===== src/rtl/alu_share_arbiter.sv =====
// Two-port round-robin arbiter that time-shares one combinational ALU.
// Each accepted op runs IDLE -> ISSUE -> RESP; the result is returned with its tag over valid/ready.
module alu_share_arbiter #(
    parameter int XLEN  = 32,
    parameter int TAG_W = 4
) (
    input  logic             clk,
    input  logic             reset,

    input  logic             req0_valid,
    output logic             req0_ready,
    input  logic [XLEN-1:0]  req0_op1,
    input  logic [XLEN-1:0]  req0_op2,
    input  logic [XLEN-1:0]  req0_imm,
    input  logic             req0_is_add,
    input  logic             req0_is_addi,
    input  logic [TAG_W-1:0] req0_tag,

    input  logic             req1_valid,
    output logic             req1_ready,
    input  logic [XLEN-1:0]  req1_op1,
    input  logic [XLEN-1:0]  req1_op2,
    input  logic [XLEN-1:0]  req1_imm,
    input  logic             req1_is_add,
    input  logic             req1_is_addi,
    input  logic [TAG_W-1:0] req1_tag,

    output logic             rsp0_valid,
    input  logic             rsp0_ready,
    output logic [XLEN-1:0]  rsp0_result,
    output logic [TAG_W-1:0] rsp0_tag,
    output logic             rsp0_err,

    output logic             rsp1_valid,
    input  logic             rsp1_ready,
    output logic [XLEN-1:0]  rsp1_result,
    output logic [TAG_W-1:0] rsp1_tag,
    output logic             rsp1_err,

    output logic [XLEN-1:0]  alu_op1,
    output logic [XLEN-1:0]  alu_op2,
    output logic [XLEN-1:0]  alu_imm,
    output logic             alu_is_add,
    output logic             alu_is_addi,
    output logic             alu_reset,
    input  logic [XLEN-1:0]  alu_result
);

    // state   | meaning
    // S_IDLE  | waiting for a request; ready raised on the arbitrated port
    // S_ISSUE | captured operands drive the ALU for one cycle
    // S_RESP  | result held on the granted port until consumed
    typedef enum logic [1:0] {
        S_IDLE  = 2'd0,
        S_ISSUE = 2'd1,
        S_RESP  = 2'd2
    } state_t;

    state_t            r_state;
    state_t            w_state_nxt;
    logic              r_prio;
    logic              r_gnt;
    logic [XLEN-1:0]   r_op1;
    logic [XLEN-1:0]   r_op2;
    logic [XLEN-1:0]   r_imm;
    logic              r_is_add;
    logic              r_is_addi;
    logic              r_err;
    logic [TAG_W-1:0]  r_tag;
    logic [XLEN-1:0]   r_result;

    logic              w_any;
    logic              w_gnt_port;
    logic              w_rsp_ready;
    logic [XLEN-1:0]   w_op1;
    logic [XLEN-1:0]   w_op2;
    logic [XLEN-1:0]   w_imm;
    logic              w_is_add;
    logic              w_is_addi;
    logic [TAG_W-1:0]  w_tag;

    assign w_any       = req0_valid | req1_valid;
    assign w_gnt_port  = (req0_valid & req1_valid) ? r_prio : req1_valid;
    assign w_rsp_ready = r_gnt ? rsp1_ready : rsp0_ready;

    assign w_op1     = w_gnt_port ? req1_op1     : req0_op1;
    assign w_op2     = w_gnt_port ? req1_op2     : req0_op2;
    assign w_imm     = w_gnt_port ? req1_imm     : req0_imm;
    assign w_is_add  = w_gnt_port ? req1_is_add  : req0_is_add;
    assign w_is_addi = w_gnt_port ? req1_is_addi : req0_is_addi;
    assign w_tag     = w_gnt_port ? req1_tag     : req0_tag;

    assign alu_reset = reset;

    always_comb begin
        w_state_nxt = r_state;
        case (r_state)
            S_IDLE:  if (w_any) w_state_nxt = S_ISSUE;
            S_ISSUE: w_state_nxt = S_RESP;
            S_RESP:  if (w_rsp_ready) w_state_nxt = S_IDLE;
            default: w_state_nxt = S_IDLE;
        endcase
    end

    always_ff @(posedge clk) begin
        if (reset) begin
            r_state   <= S_IDLE;
            r_prio    <= 1'b0;
            r_gnt     <= 1'b0;
            r_op1     <= '0;
            r_op2     <= '0;
            r_imm     <= '0;
            r_is_add  <= 1'b0;
            r_is_addi <= 1'b0;
            r_err     <= 1'b0;
            r_tag     <= '0;
            r_result  <= '0;
        end else begin
            r_state <= w_state_nxt;
            if (r_state == S_IDLE && w_any) begin
                r_gnt     <= w_gnt_port;
                r_prio    <= ~w_gnt_port;
                r_op1     <= w_op1;
                r_op2     <= w_op2;
                r_imm     <= w_imm;
                // Both flags set degrades to a plain add; either way the op is flagged.
                r_is_add  <= w_is_add;
                r_is_addi <= w_is_addi & ~w_is_add;
                r_err     <= ~(w_is_add ^ w_is_addi);
                r_tag     <= w_tag;
            end
            if (r_state == S_ISSUE) begin
                // With no flag the ALU output is meaningless, so report zero.
                r_result <= (r_is_add | r_is_addi) ? alu_result : '0;
            end
        end
    end

    always_comb begin
        req0_ready  = 1'b0;
        req1_ready  = 1'b0;
        rsp0_valid  = 1'b0;
        rsp0_result = '0;
        rsp0_tag    = '0;
        rsp0_err    = 1'b0;
        rsp1_valid  = 1'b0;
        rsp1_result = '0;
        rsp1_tag    = '0;
        rsp1_err    = 1'b0;
        alu_op1     = '0;
        alu_op2     = '0;
        alu_imm     = '0;
        alu_is_add  = 1'b0;
        alu_is_addi = 1'b0;
        if (!reset) begin
            case (r_state)
                S_IDLE: begin
                    req0_ready = w_any & ~w_gnt_port;
                    req1_ready = w_any &  w_gnt_port;
                end
                S_ISSUE: begin
                    alu_op1     = r_op1;
                    alu_op2     = r_op2;
                    alu_imm     = r_imm;
                    alu_is_add  = r_is_add;
                    alu_is_addi = r_is_addi;
                end
                S_RESP: begin
                    if (r_gnt) begin
                        rsp1_valid  = 1'b1;
                        rsp1_result = r_result;
                        rsp1_tag    = r_tag;
                        rsp1_err    = r_err;
                    end else begin
                        rsp0_valid  = 1'b1;
                        rsp0_result = r_result;
                        rsp0_tag    = r_tag;
                        rsp0_err    = r_err;
                    end
                end
                default: ;
            endcase
        end
    end

endmodule

===== config.mk =====
export PLATFORM = sky130hd
export DESIGN_NAME = alu_share_arbiter
export DESIGN_NICKNAME = d
export VERILOG_FILES = /design/src/rtl/alu_share_arbiter.sv
export SDC_FILE = /design/constraint.sdc
export NUM_CORES = 1
export LEC_CHECK = 0
export CORE_AREA = 4 4 160 162
export CTS_BUF_LIST = sky130_fd_sc_hd__clkbuf_16
export DETAILED_ROUTE_END_ITERATION = 8
export DIE_AREA = 0 0 164 166
export PLACE_DENSITY_LB_ADDON = 0.3
export SYNTH_ARGS = -nofsm -noshare
export SYNTH_HDL_FRONTEND = slang
export SYNTH_SLANG_ARGS = --single-unit

===== constraint.sdc =====
create_clock -name clk -period 2.7 [get_ports clk]
set_input_delay 0.81 -clock clk [delete_from_list [all_inputs] [get_ports clk]]
set_output_delay 0.81 -clock clk [all_outputs]
set_load 0.02 [all_outputs]

After elaboration in Yosys (flattened, before gate mapping)
Index checks and enable logic that the tools add are counted.
Storage, ports and cells
  bits in registers: 139
  bits of input ports: 242
  output and inout port bits: 177
  logic and storage cells: 78
Operators by class
  eq/ne operators: 4
  multiplexer cells: 50
  bitwise logic cells: 10
  reductions and logical operators: 3
Operators with widths (count)
  two-way mux 32 bit: 16
  two-way mux 4 bit: 7
  two-way mux 1 bit: 24
  case mux 2 bit (3 select lines): 1
  AND 1 bit: 4
  two-way mux 2 bit: 2
  != test 2 bit (second input constant): 2
  NOT 1 bit: 3
  == test 2 x 1 -> 1 bit (second input constant): 1
  == test 2 bit (second input constant): 1
  logical NOT 2 bit: 1
  bitwise OR 1 bit: 2
  AND reduction 2 bit: 1
  logical AND 1 bit: 1
  bitwise XOR 1 bit: 1

Depth between registers and ports, before layout
Gate-level depths: netlist (run 1).
  depth in word-level cells: 6
  gate-level depth with buffers: 8
  depth with buffers taken out: 6

Worst setup path after synthesis (run 1)
OpenSTA, ideal clock, no wires.
  path kind: in2out
  start: input req1_valid
  end: output req0_ready
  arrival: 1.935 ns
  required time: 1.890 ns
  path slack: -0.045 ns
  stages on the path: 6
  buffers on the path: 3
  path through: buf_4 > or2_1 > buf_2 > buf_2 > nand2_1 > nor3b_1
Between the ends
  word-level cells in the longest chain between the ends: 6
  elaborated cells between the ends (all ways): 7
  those cells by class: mux (3); bitwise (4)
Ends and longest elaborated chain
  start: declaration: RTL line 19  | input logic req1_valid,
  AND 1 bit: RTL line 83  | assign w_gnt_port = (req0_valid & req1_valid) ? r_prio : req1_valid;
  two-way mux 1 bit: RTL line 83
  NOT 1 bit: RTL line 158  | req0_ready = w_any & ~w_gnt_port;
  AND 1 bit (*): RTL line 158
  two-way mux 1 bit (*): RTL line 156  | case (r_state)
  two-way mux 1 bit (*): RTL line 155  | if (!reset) begin
  end: declaration: RTL line 11  | output logic req0_ready,
Mark *: on every way between the ends. The rest lies on a longest branch, timed or not.

Worst setup path after layout (run 1)
  start: input reset
  end: output rsp0_result[17]
Between the ends
  word-level cells in the longest chain between the ends: 1
Ends and longest elaborated chain
  start: declaration: RTL line 8  | input logic reset,
  two-way mux 32 bit: RTL line 155
  end: declaration: RTL line 30  | output logic [XLEN-1:0] rsp0_result,
Every way passes these cells.

==> results of run 1 <==
-- cells by family (layout without fill, tap and decap cells) --
logic type / count (synthesis) / count (layout) / share of synthesized area [%]
fa+ha+maj: 1 / 1 / 0.153
simple gates: 361 / 361 / 24.8
mux: 2 / 2 / 0.259
flops: 139 / 139 / 33.9
compound gates: 343 / 343 / 32.4
buf+inv: 127 / 516 / 8.45
-- placed cells by master (no fill, tap or decap), types with 3 or more instances in the layout --
master	netlist	layout
dfxtp_2	0	3
buf_4	7	54
nand3_1	136	136
o21ai_0	104	104
clkdlybuf4s50_1	0	239
and2_1	173	138
nand2_1	34	34
and2_4	0	35
clkinvlp_4	0	3
clkbuf_16	0	19
a311oi_1	11	11
a21oi_1	138	138
buf_12	0	9
clkinv_4	0	3
clkbuf_2	11	15
buf_16	0	6
clkdlybuf4s15_2	0	12
buf_2	39	87
dfxtp_1	139	136
buf_6	17	53
inv_6	0	3
a311oi_2	90	90
-- per-layer routing --
metal  global-route usage (%)  up-vias  share of wire, %
met3                     7.84       73               8.5
met4                     10.6        2               3.4
met2                     42.3      416                48
li1                         -     4276                 -
met5                        0        -             0.036
met1                     29.8     4410                40
-- timing repair --
item / 4_1_cts / 5_1_grt
setup buffers: 14 / 2
pin swaps: 6 / 3
setup endpoints to repair: 171 / 110
hold endpoints to repair: 0 / 0
gates resized for setup: 752 / 64
hold buffers: 0 / 0
gates cloned: 9 / 2
-- final cells by class --
type                            instances  area, um2
Inverter                                1       3.75
Multi-Input combinational cell        707       4860
Clock buffer                           17        425
Timing Repair Buffer                  483       4500
Fill cell                            2341      11000
Clock inverter                         15        151
Tap cell                              324        405
Sequential cell                       139       2790
-- power groups by stage --
| stage | logic (mW) | registers, mW | clock network [mW] |
|---|---|---|---|
| final | 1.78 | 2.39 | 2.35 |
| after global routing | 1.92 | 2.41 | 2.48 |
| after CTS | 1.77 | 2.39 | 2.40 |
| after detailed placement | 1.74 | 2.43 | 0 |
| after global placement | 1.72 | 2.42 | 0 |
| after floorplan | 1.06 | 2.39 | 0 |
-- worst paths after layout --
| check | end | start | cells past startpoint |
|---|---|---|---|
| max | rsp0_result[17] | reset | 8 |
| min | r_result[4] | r_result[4] | 2 |
| max reg2reg | r_op1[25] | r_state[0] | 6 |
| min reg2reg | r_result[4] | r_result[4] | 2 |
-- critical path, cell delays in order --
cell and delay, ps:
buf_12 110, nor4b_4 200, buf_4 170, buf_6 110, buf_8 130, buf_16 120
and2_4 140, buf_6 110
-- per-stage QoR --
stage / setup TNS, ps / std cells
after floorplan: 0 / 973
after global routing: -1140 / 1686
after CTS: -1820 / 1686
after global placement: -53110 / 1631
final: -94.9 / 1686
after detailed placement: -59470 / 1631
-- flip-flops by register name, summed over array words and instances (netlist names), 2 cells and up --
signal and cells:
r_state 2, r_imm 32, r_result 32, r_op1 32, r_op2 32, r_tag 4
==> results_dict.tcl, run 1 <==
set metrics [dict create \
    reg2reg_slack_ps 360 \
    numCtsBuffers 17 \
    comb_power_share_pct 27.2 \
    rows 57 \
    maxSlewHeadroom_pct 44.1 \
    max_freq_mhz 368 \
    power.share.clock_pct 36.1 \
    diodes 0 \
    period_share_pct 101 \
    synthCells 973 \
    drc 0 \
    cap_violations 0 \
    cts_buffer_depth 2 \
    final_util_pct 54.5 \
    ant_nets 0 \
    place_area_um2 12500 \
    ys_ff_latch 139 \
    grt_start_max_net_pins 74 \
    pin_count 419 \
    final_hold_viol_count 0 \
    track_usage_pct 25.3 \
    ys_seq_area_share_pct 33.9 \
    violations "setup timing" \
    drtIter0Drc 645 \
    cts_root_buffer "clkbuf_16" \
    swShare_pct 31.6 \
    rsz0062_at_grt "yes" \
    place_worst_setup_slack_ps -535 \
    fin_nets 1592 \
    finalSetupViolations 10 \
    fin_ws_ps -19.9 \
    overflow 0 \
    grt_pass1_vias 9177 \
    crit_arrival_ps 1910 \
    drt_wl_total_um 36400 \
    drive_gt1_share_pct 30.2 \
    final.min_clock_period_ps 2720 \
    yosysWarnings 0 \
    synth_common_cells "and2_1 (173), dfxtp_1 (139), a21oi_1 (138)" \
    dp_hpwl_um 23100 \
    fin_hold_ws_ps 464 \
    synthToLayoutAreaGrowth_pct 60.1 \
    yosysUniqueCellTypes 31 \
    power_density_nw_per_um2 497 \
    drt-wirelength-per-cell_um 21.6 \
    clkSlewWorstSetupHoldPaths_ps 60 \
    synthArstFlopShare_pct 0 \
    vias_per_cell 5.44 \
    port_buffers 418 \
    first_pass_iters 6 \
    power.total_mw 6.52 \
    yosys.area.top_type "dfxtp_1" \
    fin_skew_ps 16.8 \
    gp_congestion 0.814 \
    synth_flop_cell "dfxtp_1" \
    fin_area_um2 13100 \
    status "finished, violations left" \
    dieArea_um2 27200 \
    core_um2 24100 \
    p_int_mw 4.46 \
    seq_power_share_pct 36.7 \
    antenna_found_initial 2 \
    power_leakage_nw 5.08 \
    synth.avg_cell_area_um2 8.43 \
    synth-edff-count 0 \
    cp.required_ps 1890 \
    grt_pass1_wl_um 54000 \
    critPathMaxFanout 5 \
    hold_class "reg2reg" \
    htreeDepth 4 \
    critPathCaptureType "output port" \
    synth_top_area_share_pct 33.9 \
    tightest_slew_ps 838 \
    synth_nets 1216 \
    yosys-top-cells-area "dfxtp_1 (34%), a311oi_2 (16%), and2_1 (13%), a21oi_1 (8.4%), nand3_1 (8.3%)" \
    cts_tree "built" \
    finalMaxSlewViolations 0 \
    yosysMostFrequentCell "and2_1" \
    clock_sinks 139 \
    clock_latency_ps 430 \
    crit_type "in2out" \
    die_y_um 166 \
    num_vias 9177 \
    start_util_pct 34.0 \
    p_sw_mw 2.06 \
    netlist_area_um2 8200 \
    die-width_um 164 \
    ir_drop_mv 0.321 \
    start_kind "input port" \
]
(Power assumes the default switching activity.)
==> run 2: changes to the inputs <==
--- a/config.mk
+++ b/config.mk
@@ -5,6 +5,7 @@
 export SDC_FILE = /design/constraint.sdc
 export NUM_CORES = 1
 export LEC_CHECK = 0
+export ABC_CLOCK_PERIOD_IN_PS = 2700
 export CORE_AREA = 4 4 160 162
 export CTS_BUF_LIST = sky130_fd_sc_hd__clkbuf_16
 export DETAILED_ROUTE_END_ITERATION = 8
==> results of run 2 <==
The final DEF is identical to that of run 1; final timing and power are the same.
==> run 3: changes to the inputs <==
--- a/config.mk
+++ b/config.mk
@@ -6,10 +6,13 @@
 export NUM_CORES = 1
 export LEC_CHECK = 0
 export ABC_CLOCK_PERIOD_IN_PS = 2700
-export CORE_AREA = 4 4 160 162
+export CELL_PAD_IN_SITES_DETAIL_PLACEMENT = 0
+export CELL_PAD_IN_SITES_GLOBAL_PLACEMENT = 1
+export CORE_MARGIN = 4
+export CORE_UTILIZATION = 28
 export CTS_BUF_LIST = sky130_fd_sc_hd__clkbuf_16
+export CTS_CLUSTER_DIAMETER = 40
 export DETAILED_ROUTE_END_ITERATION = 8
-export DIE_AREA = 0 0 164 166
 export PLACE_DENSITY_LB_ADDON = 0.3
 export SYNTH_ARGS = -nofsm -noshare
 export SYNTH_HDL_FRONTEND = slang
==> results_dict.tcl, run 3 (same netlist as run 1, synthesis figures left out) <==
set metrics [dict create \
    mostFrequentLayoutCell "clkdlybuf4s50_1" \
    final.min_clock_period_ps 2730 \
    start_kind "input port" \
    violations "setup timing" \
    critPathCaptureType "output port" \
    drt-wirelength-per-cell_um 21.1 \
    rows 62 \
    dieArea_um2 32100 \
    crit_arrival_ps 1920 \
    die_y_um 179 \
    maxSlewHeadroom_pct 43.8 \
    cts_buffer_depth 2 \
    clock_latency_ps 420 \
    drtIter0Drc 384 \
    final_hold_viol_count 0 \
    cap_violations 0 \
    numCtsBuffers 17 \
    rsz0062_at_grt "yes" \
    tightest_slew_ps 843 \
    period_share_pct 101 \
    power_leakage_nw 4.89 \
    setup_tns_ps -32.8 \
    n_fill_cell 2950 \
    cp.required_ps 1890 \
    vias_per_cell 5.17 \
    final_cell_count_no_fill 1732 \
    port_buffers 418 \
    die-width_um 179 \
    final_cell_mix "clkdlybuf4s50_1 (238), and2_1 (170), a21oi_1 (138), dfxtp_1 (137), nand3_1 (136)" \
    critPathMaxFanout 19 \
    max_freq_mhz 366 \
    synthToLayoutAreaGrowth_pct 57.0 \
    status "finished, violations left" \
    multi_input_area_um2 4780 \
    ir_drop_mv 0.316 \
    htreeDepth 4 \
    drc 0 \
    grt_start_max_net_pins 106 \
    fin_nets 1577 \
    drt_wl_total_um 36600 \
    first_pass_iters 4 \
    dp_hpwl_um 24000 \
    fin_skew_ps 13.9 \
    power.total_mw 6.50 \
    gp_congestion 0.821 \
    finalSetupViolations 1 \
    power_density_nw_per_um2 505 \
    reg2reg_slack_ps 1030 \
    cts_root_buffer "clkbuf_16" \
    core_um2 28800 \
    num_vias 8946 \
    clock_sinks 139 \
    finalMaxSlewViolations 0 \
    drive_gt1_share_pct 27.2 \
    clkSlewWorstSetupHoldPaths_ps 60 \
    overflow 0 \
    hold_class "reg2reg" \
    place_inst 1689 \
    antenna_found_initial 4 \
    start_util_pct 28.5 \
    track_usage_pct 21.4 \
    ant_nets 0 \
    cts_tree "built" \
    grt_pass1_wl_um 53200 \
    crit_type "in2out" \
    fin_ws_ps -32.8 \
    grt_pass1_vias 8936 \
    area.sequential_um2 2790 \
    pin_count 419 \
]
[run 3: path summary, 6_finish.rpt]
path | start | endpoint | cells after the start
worst min-delay path | r_result[4] | r_result[4] | 2
worst max-delay path | reset | rsp1_err | 7
worst max register to register | r_state[1] | r_imm[18] | 5
worst min register to register | r_result[4] | r_result[4] | 2
[run 3: repair_timing]
item / 4_1_cts / 5_1_grt
endpoints found under the setup margin: 173 / 137
resized for setup: 530 / 118
cloned: 2 / 2
hold buffers: 0 / 0
buffers inserted: 4 / 2
pin swaps: 2 / 0
[run 3: metrics by stage]
| stage | hold WS, ps | setup slack [ps] | utilization [%] | cell area [um2] |
|---|---|---|---|---|
| 2_1_floorplan | 436 | 15.1 | - | 8210 |
| 3_3_place_gp | 446 | -439 | 44.1 | 12700 |
| 3_5_place_dp | 453 | -458 | 44.1 | 12700 |
| 4_1_cts | 462 | -22.8 | 46.4 | 13400 |
| 5_1_grt | 484 | -51.6 | 44.7 | 12900 |
| 6_report | 457 | -32.8 | 44.7 | 12900 |
[run 3: area by class of cell]
cell class	count	area share, %
diodes	1	0.0194
clock buffers	17	3.30
clock inverters	15	1.10
inverters	1	0.0292
multi-input cells	707	37.1
flip-flops and latches	139	21.6
well taps	384	3.73
repair buffers	468	33.1
[run 3: report_power, final]
group / internal (mW) / switching, mW / leakage, nW
sequential: 2.27 / 0.130 / 1.15
combinational: 0.827 / 0.938 / 3.47
clock: 1.29 / 1.05 / 0.277
[run 3: metal layers]
layer	GRT usage, %	part of all wire [%]
met5	0.160	0.063
met4	7.71	2.7
met1	26.0	40
met3	7.51	9.5
met2	35.2	48
[run 3: critical path, cell delays in order]
cell      delay (ps)
buf_12           120
and4bb_4         340
buf_12           120
buf_16           150
buf_8            120
and2_4           130
buf_6            130
